===== config.mk =====
export PLATFORM = sky130hd
export DESIGN_NAME = tx_frame_src
export DESIGN_NICKNAME = d
export VERILOG_FILES = /design/src/rtl/tx_frame_src.sv
export SDC_FILE = /design/constraint.sdc
export NUM_CORES = 1
export LEC_CHECK = 0
export ABC_CLOCK_PERIOD_IN_PS = 34100
export CAP_MARGIN = 30
export CORE_ASPECT_RATIO = 0.8
export CORE_MARGIN = 10
export CORE_UTILIZATION = 39
export CTS_CLUSTER_SIZE = 12
export DETAILED_ROUTE_END_ITERATION = 6
export SKIP_LAST_GASP = 1
export SLEW_MARGIN = 20
export SYNTH_ARGS = -nofsm -noshare
export SYNTH_HDL_FRONTEND = slang
export SYNTH_SLANG_ARGS = --single-unit
export TNS_END_PERCENT = 100

===== constraint.sdc =====
create_clock -name clk -period 34.1 [get_ports clk]
set_input_delay 6.82 -clock clk [delete_from_list [all_inputs] [get_ports clk]]
set_output_delay 6.82 -clock clk [all_outputs]
set_load 0.02 [all_outputs]

===== src/rtl/tx_frame_src.sv =====
// tx_frame_src: frame source feeding tx_dwidth_conv.
// Buffers AXI4-Stream payload beats in a 2-entry queue and emits one
// DWIDTH_IN-bit frame per frame period (RATIO = DWIDTH_IN/DWIDTH_OUT cycles).
// A frame is DATA {2'b01, payload} or IDLE {2'b10, 8'h1E, 0...}. It also owns
// the free-running frame-phase counter clk_cnt.
// Optional feature macro: TX_FRAME_SRC_STATS_EN adds the data_frame_cnt and
// idle_frame_cnt frame counters.
// Ports:
//   clk, rst_n          clock, synchronous active-low reset
//   s_axis_tdata/tvalid payload beat in (DWIDTH_IN-2 bits)
//   s_axis_tready       queue not full (registered)
//   pause               send IDLE instead of data (sampled at boundaries)
//   clk_cnt             frame phase 0..RATIO-1
//   din                 current frame
//   data_frame_cnt      DATA frames loaded (TX_FRAME_SRC_STATS_EN only)
//   idle_frame_cnt      IDLE frames loaded (TX_FRAME_SRC_STATS_EN only)
module tx_frame_src #(
  parameter int unsigned DWIDTH_IN  = 256,
  parameter int unsigned DWIDTH_OUT = 64,
  parameter int unsigned CNT_WIDTH  = 2
) (
  input  logic                   clk,
  input  logic                   rst_n,
  input  logic [DWIDTH_IN-3:0]   s_axis_tdata,
  input  logic                   s_axis_tvalid,
  output logic                   s_axis_tready,
  input  logic                   pause,
  output logic [CNT_WIDTH-1:0]   clk_cnt,
  output logic [DWIDTH_IN-1:0]   din
`ifdef TX_FRAME_SRC_STATS_EN
  ,
  output logic [31:0]            data_frame_cnt,
  output logic [31:0]            idle_frame_cnt
`endif
);

  localparam int unsigned PAY_W = DWIDTH_IN - 2;
  localparam int unsigned RATIO = DWIDTH_IN / DWIDTH_OUT;
  localparam logic [CNT_WIDTH-1:0] CNT_LAST = CNT_WIDTH'(RATIO - 1);
  localparam logic [DWIDTH_IN-1:0] IDLE_FRAME =
    {2'b10, 8'h1E, {(DWIDTH_IN-10){1'b0}}};

  logic [PAY_W-1:0] q0;
  logic [PAY_W-1:0] q1;
  logic [1:0]       occ;

  logic             boundary_c;
  logic             push_c;
  logic             pop_c;
  logic             wr_slot_c;
  logic [1:0]       occ_nxt_c;

  // Boundary detect, handshake, and queue bookkeeping
  always_comb begin
    boundary_c = (clk_cnt == CNT_LAST);
    push_c     = s_axis_tvalid && s_axis_tready;
    pop_c      = boundary_c && !pause && (occ != 2'd0);
    occ_nxt_c  = occ + 2'(push_c) - 2'(pop_c);
    // Slot for an incoming beat, after any same-edge pop has shifted the queue
    wr_slot_c  = ((occ - 2'(pop_c)) != 2'd0);
  end

  // Queue storage; the pop reads the pre-edge head, so there is no bypass
  always_ff @(posedge clk) begin
    if (pop_c) begin
      q0 <= q1;
    end
    if (push_c) begin
      if (wr_slot_c) begin
        q1 <= s_axis_tdata;
      end else begin
        q0 <= s_axis_tdata;
      end
    end
  end

  // Phase counter, occupancy, ready and frame register
  always_ff @(posedge clk) begin
    if (!rst_n) begin
      clk_cnt       <= '0;
      din           <= IDLE_FRAME;
      occ           <= 2'd0;
      s_axis_tready <= 1'b0;
    end else begin
      clk_cnt       <= boundary_c ? '0 : clk_cnt + CNT_WIDTH'(1);
      occ           <= occ_nxt_c;
      s_axis_tready <= (occ_nxt_c != 2'd2);
      if (boundary_c) begin
        din <= pop_c ? {2'b01, q0} : IDLE_FRAME;
      end
    end
  end

`ifdef TX_FRAME_SRC_STATS_EN
  // Frame-type counters, wrapping at 2^32
  always_ff @(posedge clk) begin
    if (!rst_n) begin
      data_frame_cnt <= 32'd0;
      idle_frame_cnt <= 32'd0;
    end else if (boundary_c) begin
      if (pop_c) begin
        data_frame_cnt <= data_frame_cnt + 32'd1;
      end else begin
        idle_frame_cnt <= idle_frame_cnt + 32'd1;
      end
    end
  end
`endif

endmodule


Word-level counts from Yosys, hierarchy flattened
Index checks and enable logic that the tools add are counted.
- add/sub/neg operators: 4
- equality and inequality tests: 2
- multiplexer cells: 4
- bitwise logic cells: 1
- reductions and logical operators: 8
- operators with widths (kind ; count):
    254-bit two-way mux ; 3
    256-bit two-way mux ; 1
    2-bit nonzero test ; 2
    2-bit by 1-bit subtractor with 2-bit output ; 2
    1-bit logical AND ; 3
    2-bit by 1-bit adder with 2-bit output ; 1
    2-bit by 1-bit adder with 2-bit output (second input constant) ; 1
    2-bit == test (second input constant) ; 1
    2-bit inequality test (second input constant) ; 1
    2-bit AND reduction ; 1
    2-bit OR reduction ; 1
    1-bit zero test ; 1
    1-bit inverter ; 1
- bits in registers: 769
- bits of input ports: 258
- output and inout bits: 259
- word-level logic and storage cells: 25

Depth between registers and ports, before layout
Gate-level depths: netlist of the first run.
- depth in word-level cells: 7
- gate-level depth with buffers: 11
- mapped depth without buffers: 8

Worst setup path after synthesis of the first run
No wires, ideal clock.
- path type: input port to flip-flop
- from: in pause
- to: reg q1[0], enable pin
- library setup time: 0.873 ns
- data arrival time: 18.237 ns
- data required time: 33.227 ns
- setup slack: 14.990 ns
- cell stages on the path: 6
- buffers on the path: 3
- cells stage by stage: nand2b_1 -> buf_2 -> clkbuf_1 -> clkbuf_1 -> a21oi_1 -> nor2_1
- word-level cells in the longest chain between the ends: 6
- RTL lines (element ; line ; source):
    from (decl) ; 27 ; input logic pause,
    1-bit zero test ; 57 ; pop_c = boundary_c && !pause && (occ != 2'd0);
    1-bit logical AND (2 in a row) ; 57 ;
    2-bit by 1-bit subtractor with 2-bit output ; 60 ; wr_slot_c = ((occ - 2'(pop_c)) != 2'd0);
    2-bit nonzero test ; 60 ;
    2-bit AND reduction (no line) ; n/a ;
    to (signal assigned) ; 70 ; q1 <= s_axis_tdata;
    to (decl) ; 44 ; logic [PAY_W-1:0] q1;
Every way passes these cells.
A chain may end at the register's enable or synchronous reset.

Worst setup path after layout of the first run
- from: in pause
- to: reg q0[215]
- word-level cells in the longest chain between the ends: 7
- elaborated cells between the ends (all ways): 8
- classes of those cells: add/sub (1); mux (3); reduce/logical (4)
- RTL lines (element ; line ; source):
    1-bit zero test * ; 57 ;
    1-bit logical AND * (2 in a row) ; 57 ;
    2-bit by 1-bit subtractor with 2-bit output ; 60 ;
    2-bit nonzero test ; 60 ;
    254-bit two-way mux ; 69 ; if (wr_slot_c) begin
    254-bit two-way mux * ; 68 ; if (push_c) begin
    to (signal assigned) ; 66 ; q0 <= q1;
    to (signal assigned) ; 72 ; q0 <= s_axis_tdata;
    to (decl) ; 43 ; logic [PAY_W-1:0] q0;
Every way passes the cells marked *; elsewhere a longest branch is shown, timed or not.

==> results of run 1 <==
-- synthesized netlist by cell type --
| cell type | number |
|---|---|
| nor2_1 | 7 |
| nor3b_1 | 1 |
| a31oi_1 | 255 |
| clkbuf_1 | 250 |
| and3_1 | 1 |
| and2b_1 | 1 |
| xor2_1 | 1 |
| a22o_1 | 250 |
| a211o_1 | 1 |
| and4_1 | 1 |
| xnor2_1 | 1 |
| inv_1 | 1 |
| buf_6 | 31 |
| a2111oi_0 | 254 |
| buf_2 | 27 |
| or2_1 | 1 |
| o21ai_0 | 258 |
| edfxtp_1 | 254 |
| a21o_1 | 1 |
| buf_1 | 4 |
| nand2b_1 | 1 |
| nor2b_1 | 2 |
| a21oi_1 | 2 |
| nand2_1 | 1 |
| nand3_1 | 254 |
| o31a_1 | 1 |
| nor3_1 | 4 |
| ha_1 | 2 |
| dfxtp_1 | 515 |
| and2_1 | 2 |
-- state kept, by name, summed over array words and instances, names as in the netlist --
| name | count |
|---|---|
| din | 256 |
| q0 | 254 |
| q1 | 254 |
| occ | 2 |
| s_axis_tready | 1 |
| clk_cnt | 2 |
-- per-layer routing --
layer	wire (um)	share of wire, %
met1	39600	41
met2	46500	48
met3	7830	8.1
met4	2020	2.1
met5	118	0.12
-- through the flow --
| stage | cells | setup WS, ns |
|---|---|---|
| after floorplan | 2384 | 14.99 |
| after global placement | 3569 | 23.82 |
| after detailed placement | 3576 | 23.76 |
| after CTS | 3720 | 24.43 |
| after global routing | 3737 | 24.37 |
| final | 3740 | 24.50 |
-- logic make-up (layout without fill, tap and decap cells) --
family                     after synthesis  after routing  share of synthesized area (%)
xor gates and xnor gates                 2              2                         0.0622
adders and majority gates                2              2                         0.0889
AOI/OAI and AO/OA                     1022           1022                           26.1
buffers and inverters                  313            711                           5.12
other                                    0             13                              0
and+or+nand+nor                        276            276                           4.93
DFF                                    769            769                           63.7
-- worst min path at each step --
| stage | from | to | slack [ns] | cells past startpoint |
|---|---|---|---|---|
| after global routing | q0[134] | din[134] | 0.47 | 1 |
| after detailed placement | din[254] | din[254] | 0.44 | 1 |
| after floorplan | q0[100] | din[100] | 0.44 | 1 |
| after CTS | din[255] | din[255] | 0.45 | 2 |
| final | din[255] | din[255] | 0.44 | 2 |
| after global placement | clk_cnt[0] | clk_cnt[0] | 0.43 | 1 |
-- report_power, final --
group	internal (mW)	switching [mW]
clock	0.461	0.355
combinational	0.0998	0.153
sequential	1.05	0.0539
-- worst max-delay path, delay by kind of cell --
kind | cells | cell delay, ns
AO/OA/AOI/OAI | 2 | 0.60
buffers and inverters | 4 | 2.14
AND/OR/NAND/NOR | 1 | 0.37
-- area by class of cell --
| class | count | area [um^2] |
|---|---|---|
| multi-input cells | 1302 | 8820 |
| flip-flops and latches | 769 | 17900 |
| fillers | 6212 | 35600 |
| clock inverters | 16 | 131 |
| well taps | 945 | 1180 |
| inverters | 1 | 3.75 |
| diodes | 13 | 32.5 |
| repair buffers | 566 | 5800 |
| clock buffers | 128 | 2250 |
==> results.yml, run 1 <==
layout:
  drive_gt1_share_pct: 5.90
  final_util_pct: 50.4
  design_area_um2: 36200
  nNetsFinal: 2979
  syn2layout_area_growth_pct: 28.5
  final_cell_mix: "516 x clkdlybuf4s50_1, 513 x dfxtp_1, 258 x o21ai_0"
  layout_commonest_cell: "clkdlybuf4s50_1"
floorplan:
  core_um2: 71800
  die_h_um: 260
  pin_count: 517
  start_util_pct: 39.2
  dieWidth_um: 320
  rows: 88
  die_area_um2: 83400
power_and_ir_drop:
  p_leak_nw: 11.7
  finalPower_mw: 2.17
  vdd_ir_drop_max_uv: 32.7
  power.density_nw_per_um2: 60.0
clock_tree:
  clock_latency_ns: 0.60
  cts_made_buffers: 79
  postCtsSetupBuffers: 0
  cts.sinks: 769
  cts_resized: 0
  clk_path_buf_depth: 3
  cts_tree: "yes"
  hold_buffers: 0
  path_clk_slew_ns: 0.06
  h-tree-depth: 3
  cts-root-buf: "clkbuf_16"
critical_path:
  cp_slowest_stage_delay_ns: 0.78
  timing.rr.end: "q0[215]"
  worstPathArrival_ns: 10.07
  slowest_stage: "buf_4"
  ff2ff_setup_slack_ns: 30.19
  required_ns: 34.56
  crit_path_max_fanout: 74
  reg2reg_from: "occ[1]"
  crit_path_end_kind: "register"
  startpoint: "pause"
  cp_cell_sequence: "clkdlybuf4s50_1, nand2b_4, a211o_4, buf_4, buf_4, buf_12, a31oi_1"
  crit_top_cell: "buf_4"
  ff2ff_path_depth: 6
  worstSetupEndpoint: "q0[215]"
  path_class: "input pin to register"
  critPathLaunchType: "input pin"
global_routing:
  grt.met2_usage_pct: 35.7
  grtUsageTotal_pct: 21.7
  grt_use_met1_pct: 27.9
  overflow: 0
  antenna_found_initial: 22
  grt_pass1_wl_mm: 144
  grt.met3_usage_pct: 5.81
  grt_start_max_net_pins: 120
  grt_pass1_vias: 22300
  grt.busiest_layer: "met2"
drt:
  drt_pre_antenna_iters: 5
  drc: 0
  antenna_left: 0
  wl_per_cell_um: 25.7
  via_per_inst: 6.15
  drtIter0Drc: 2443
  vias: 23000
  drt-total-wl_mm: 96.1
placement:
  dp_hpwl_mm: 57.5
  dpl_cell_area_um2: 33600
  gp_congestion: 0.795
  port_buffers: 516
timing:
  whs_ns: 0.443
  fin_crit_sh_pct: 28.2
  tns_ns: 0
  rsz0062_at_grt: "no"
  setup_viol: 0
  slew_viol_final: 0
  fin_skew_ns: 0.0159
  fmaxAchievable_mhz: 104
  max-slew-margin-rel_pct: 33.0
  fin_crit_ns: 9.60
  worstMarginPinSlew_ns: 1.01
  hold_viol_final: 0
yosys:
  synth_area_um2: 28100
  ys_ff_latch: 769
  syn_area_per_cell_um2: 11.8
  ys_seq_area_share_pct: 63.7
  syn-num-nets: 2644
  yosysTopAreaCell: "dfxtp_1"
  synth_area_leaders: "dfxtp_1 37%, edfxtp_1 27%, a2111oi_0 7.9%"
  postSynthCellCount: 2384
  netlist.area_leader.share_pct: 36.6
  ys_warn_count: 0
  yosysUniqueCellTypes: 30
min_path:
  hp-class: "register to register"
outcome:
  status: "completed"
flow_run:
  cap_violations: 0
Power figures use the tool's default switching activity.
==> inputs of run 2 (changes only) <==
ABC_CLOCK_PERIOD_IN_PS = 9350   (was 34100)
clock period = 9.35 ns   (was 34.1 ns; I/O delays follow)
==> run 2 against run 1 <==
Utilization is 0.068 points lower. Sequential power rose to 3.6 times the previous value. Combinational power increased to 3.7 times the previous value. Via count increased by 0.53%. Clock power grew to 3.7 times the previous value. First-iteration DRC count shrank 6.4%. Sequential share of layout area grew 0.067 points. Count of clock-buffer cells in the layout is 4 higher. Critical path type unchanged. Worst setup slack got worse by 20 ns.
==> results.yml, run 2 (synthesized netlist as in run 1, its figures left out) <==
outcome:
  status: "completed"
placement:
  dpl_cell_area_um2: 33500
  gp_congestion: 0.787
  port_buffers: 516
  dp_hpwl_mm: 55.0
critical_path:
  critPathLaunchType: "input pin"
  crit_path_end_kind: "register"
  worstPathArrival_ns: 4.72
  crit_path_max_fanout: 57
  ff2ff_setup_slack_ns: 5.87
  crit_top_cell: "buf_4"
  ff2ff_path_depth: 6
  slowest_stage: "buf_4"
  timing.rr.end: "q0[207]"
  reg2reg_from: "occ[1]"
  required_ns: 9.59
  path_class: "input pin to register"
  cp_cell_sequence: "clkdlybuf4s50_1, nand2_4, buf_4, nor2_4, buf_4"
  startpoint: "s_axis_tvalid"
  cp_slowest_stage_delay_ns: 0.78
min_path:
  whs_endpoint: "din[255]"
  whs_path_depth: 2
  hp-class: "register to register"
  hold_start: "din[255]"
layout:
  largest_reg_flops: 256
  top_regs: "din: 256 flops, q0: 254 flops, q1: 254 flops"
  final_cell_mix: "516 x clkdlybuf4s50_1, 513 x dfxtp_1, 258 x o21ai_0"
  nNetsFinal: 2968
  design_area_um2: 36100
  drive_gt1_share_pct: 5.56
  largest_register: "din"
  syn2layout_area_growth_pct: 28.3
  layout_commonest_cell: "clkdlybuf4s50_1"
  fillCellCount: 6214
clock_tree:
  clk_path_buf_depth: 3
  cts-root-buf: "clkbuf_16"
  hold_buffers: 0
  h-tree-depth: 3
  cts_made_buffers: 79
  clock_latency_ns: 0.63
  cts.sinks: 769
  cts_resized: 0
  cts_tree: "yes"
  path_clk_slew_ns: 0.06
  postCtsSetupBuffers: 0
floorplan:
  dieWidth_um: 320
  start_util_pct: 39.2
  rows: 88
  pin_count: 517
  die_area_um2: 83400
  core_um2: 71800
  die_h_um: 260
drt:
  via_per_inst: 6.18
  drc: 0
  wl_per_cell_um: 25.6
  antenna_left: 0
  drtIter0Drc: 2286
  drt_pre_antenna_iters: 6
  drt-total-wl_mm: 95.5
  vias: 23100
power_and_ir_drop:
  p_leak_nw: 11.7
  vdd_ir_drop_max_uv: 121
  power.density_nw_per_um2: 219
flow_run:
  cap_violations: 0
timing:
  fin_skew_ns: 0.0210
  setup_viol: 0
  fin_crit_sh_pct: 47.9
  fin_crit_ns: 4.48
  worstMarginPinSlew_ns: 1.29
  tns_ns: 0
  hold_viol_final: 0
  rsz0062_at_grt: "no"
  max-slew-margin-rel_pct: 14.0
  fmaxAchievable_mhz: 223
  slew_viol_final: 0
global_routing:
  grt_pass1_vias: 22400
  grt_start_max_net_pins: 259
  antenna_found_initial: 26
  overflow: 0
  grt_pass1_wl_mm: 143
  grtUsageTotal_pct: 21.5
==> run 2: changes by cell type in the layout (fill, tap and decap cells not counted), moves of 3 or more <==
cell,change
buf_12,+4
buf_16,-3
buf_4,-12
clkbuf_8,+7
clkinv_2,-4
diode_2,+7
==> run 2: worst max-delay path by stage <==
stage               cells after the start  slack [ns]  endpoint
finish                                  5        4.87   q1[236]
CTS                                     5        4.91   q1[235]
floorplan                               6        2.35     q1[0]
global placement                        5        4.28    q1[25]
global route                            5        4.76   q1[250]
detailed placement                      5        4.25    q1[29]
==> run 2: area by class of cell <==
type	instances	area, um^2	share of cell area (%)
inverter	1	3.75	0.0104
sequential	769	17900	49.7
clock inverter	13	93.8	0.260
tap	945	1180	3.27
multi-input combinational	1302	8820	24.4
timing repair buffer	555	5710	15.8
clock buffer	132	2320	6.41
antenna	20	50.0	0.139
==> run 2: where the power goes <==
part           total [mW]  leakage (nW)  internal (mW)  switching (mW)
registers            4.00          6.54           3.82           0.181
logic               0.933          3.96          0.359           0.574
clock network        2.98          1.17           1.69            1.29
total                7.91          11.7           5.87            2.05
==> run 2: routing by layer <==
layer / share of wire, % / GRT usage [%]
met5: 0.10 / 0
met4: 2.7 / 8.25
met3: 9.0 / 5.93
met2: 47 / 33.0
met1: 41 / 28.8
==> run 2: critical path, delay by kind of cell <==
family | cells | cell delay, ns
buffers and inverters | 3 | 1.69
and+or+nand+nor | 2 | 1.02
==> run 2: metrics by stage <==
step / util [%] / hold WS, ns / cells / setup WS [ns] / total power [mW]
2_1_floorplan: - / 0.436 / 2384 / 2.35 / 4.58
3_3_place_gp: 46.5 / 0.432 / 3562 / 4.28 / 4.93
3_5_place_dp: 46.7 / 0.440 / 3567 / 4.25 / 4.98
4_1_cts: 50.1 / 0.444 / 3712 / 4.91 / 7.95
5_1_grt: 50.3 / 0.455 / 3733 / 4.76 / 8.23
6_report: 50.3 / 0.447 / 3737 / 4.87 / 7.91
==> inputs of run 3 (changes only) <==
ABC_CLOCK_PERIOD_IN_PS = 4200   (was 9350)
clock period = 4.2 ns   (was 9.35 ns; I/O delays follow)
==> run 3 against run 2 <==
First-iteration DRC count grew 4.5%. Utilization grew 0.30 points. Sequential power up 120%. Non-clock buffer count is 5 lower. Combinational power up 120%. Sequential share of layout area decreased by 0.30 points. Critical path type is now register to register. Largest cell class unchanged. Highest routed layer unchanged.
==> results.yml, run 3 (synthesized netlist as in run 1, its figures left out) <==
global_routing:
  overflow: 0
  antenna_found_initial: 37
  grt_pass1_vias: 22200
  grt_pass1_wl_mm: 143
  grt_start_max_net_pins: 259
  grtUsageTotal_pct: 21.5
timing:
  whs_ns: 0.451
  hold_viol_final: 0
  tns_ns: 0
  fmaxAchievable_mhz: 328
  worstMarginPinSlew_ns: 1.21
  slew_viol_final: 0
  fin_crit_sh_pct: 72.5
  fin_crit_ns: 3.05
  max-slew-margin-rel_pct: 19.0
  rsz0062_at_grt: "no"
  setup_viol: 0
  worst_slack_ns: 1.15
  fin_skew_ns: 0.0137
layout:
  syn2layout_area_growth_pct: 29.1
  fillCellCount: 6233
  top_regs: "din: 256 flops, q0: 254 flops, q1: 254 flops"
  drive_gt1_share_pct: 5.42
  final_util_pct: 50.6
  design_area_um2: 36300
  final_cell_mix: "516 x clkdlybuf4s50_1, 513 x dfxtp_1, 258 x o21ai_0"
  largest_reg_flops: 256
  nNetsFinal: 2964
  largest_register: "din"
  layout_commonest_cell: "clkdlybuf4s50_1"
floorplan:
  start_util_pct: 39.2
  die_h_um: 260
  core_um2: 71800
  die_area_um2: 83400
  pin_count: 517
  rows: 88
  dieWidth_um: 320
placement:
  dpl_cell_area_um2: 33700
  gp_congestion: 0.795
  port_buffers: 516
  dp_hpwl_mm: 53.8
  pre_cts_ws_ns: 1.18
clock_tree:
  cts_made_buffers: 80
  path_clk_slew_ns: 0.06
  clock_latency_ns: 0.60
  cts_tree: "yes"
  hold_buffers: 0
  h-tree-depth: 3
  cts_resized: 0
  cts-root-buf: "clkbuf_16"
  postCtsSetupBuffers: 0
  clk_path_buf_depth: 3
  cts.sinks: 769
drt:
  wl_per_cell_um: 25.6
  drtIter0Drc: 2389
  drc: 0
  vias: 22900
  via_per_inst: 6.13
  drt_pre_antenna_iters: 5
  drt-total-wl_mm: 95.7
  antenna_left: 0
critical_path:
  ff2ff_setup_slack_ns: 1.15
  worstPathArrival_ns: 3.59
  cp_cell_sequence: "or2_4, and3_4, buf_12, a22o_1"
  cp_slowest_stage_delay_ns: 1.00
  path_class: "register to register"
  required_ns: 4.74
  slowest_stage: "dfxtp_4"
  critPathTopFamily: "simple AND/OR/NAND/NOR gates"
  ff2ff_path_depth: 4
  reg2reg_from: "occ[1]"
  critPathBufInv: 1
  crit_path_max_fanout: 94
  crit_path_end_kind: "register"
  timing.rr.end: "din[31]"
  critPathLaunchType: "register"
min_path:
  whs_endpoint: "din[255]"
  hold_start: "din[255]"
  hp-class: "register to register"
  whs_path_depth: 2
power_and_ir_drop:
  vdd_ir_drop_max_uv: 275
  power.density_nw_per_um2: 494
  p_leak_nw: 11.7
flow_run:
  cap_violations: 0
outcome:
  status: "completed"
==> run 3: stage by stage <==
stage,total power [mW],std cells
finish,17.9,3739
global route,18.6,3730
CTS,18.1,3711
detailed placement,11.1,3565
global placement,11.0,3563
floorplan,10.2,2384
==> run 3: layout make-up <==
cell class / count / area [um^2] / share of cell area, %
antenna: 26 / 65.1 / 0.179
sequential: 769 / 17900 / 49.4
inverter: 1 / 3.75 / 0.0103
timing repair buffer: 550 / 5750 / 15.8
clock buffer: 135 / 2400 / 6.61
multi-input combinational: 1302 / 8830 / 24.3
tap: 945 / 1180 / 3.25
clock inverter: 11 / 155 / 0.427
==> run 3: worst max-delay path by stage <==
| stage | start | depth (start not counted) | to | slack, ns |
|---|---|---|---|---|
| final | occ[1] | 4 | din[31] | 1.15 |
| after global routing | occ[1] | 4 | din[42] | 1.04 |
| after CTS | occ[1] | 4 | din[31] | 1.18 |
| after detailed placement | pause | 5 | din[16] | 1.18 |
| after global placement | occ[0] | 4 | din[32] | 1.13 |
| after floorplan | pause | 6 | q1[0] | -1.40 |
==> run 3: worst reg2reg max path: stages, from the launching register on <==
cell     delay [ns]
dfxtp_4        1.00
or2_4          0.60
and3_4         0.59
buf_12         0.50
a22o_1         0.30
==> run 3: per-layer routing <==
| layer | wire [um] | GRT usage, % | vias to the layer above | share of wire, % |
|---|---|---|---|---|
| met4 | 3220 | 8.75 | 24 | 3.4 |
| met3 | 7550 | 5.33 | 188 | 7.9 |
| met5 | 166 | 0 | - | 0.17 |
| met1 | 40500 | 28.8 | 11400 | 42 |
| met2 | 44300 | 32.9 | 1056 | 46 |
| li1 | - | - | 10200 | - |
==> run 3: power by group <==
| part | internal [mW] | switching [mW] |
|---|---|---|
| combinational | 0.803 | 1.25 |
| sequential | 8.50 | 0.407 |
| clock | 4.07 | 2.91 |
| total | 13.4 | 4.57 |
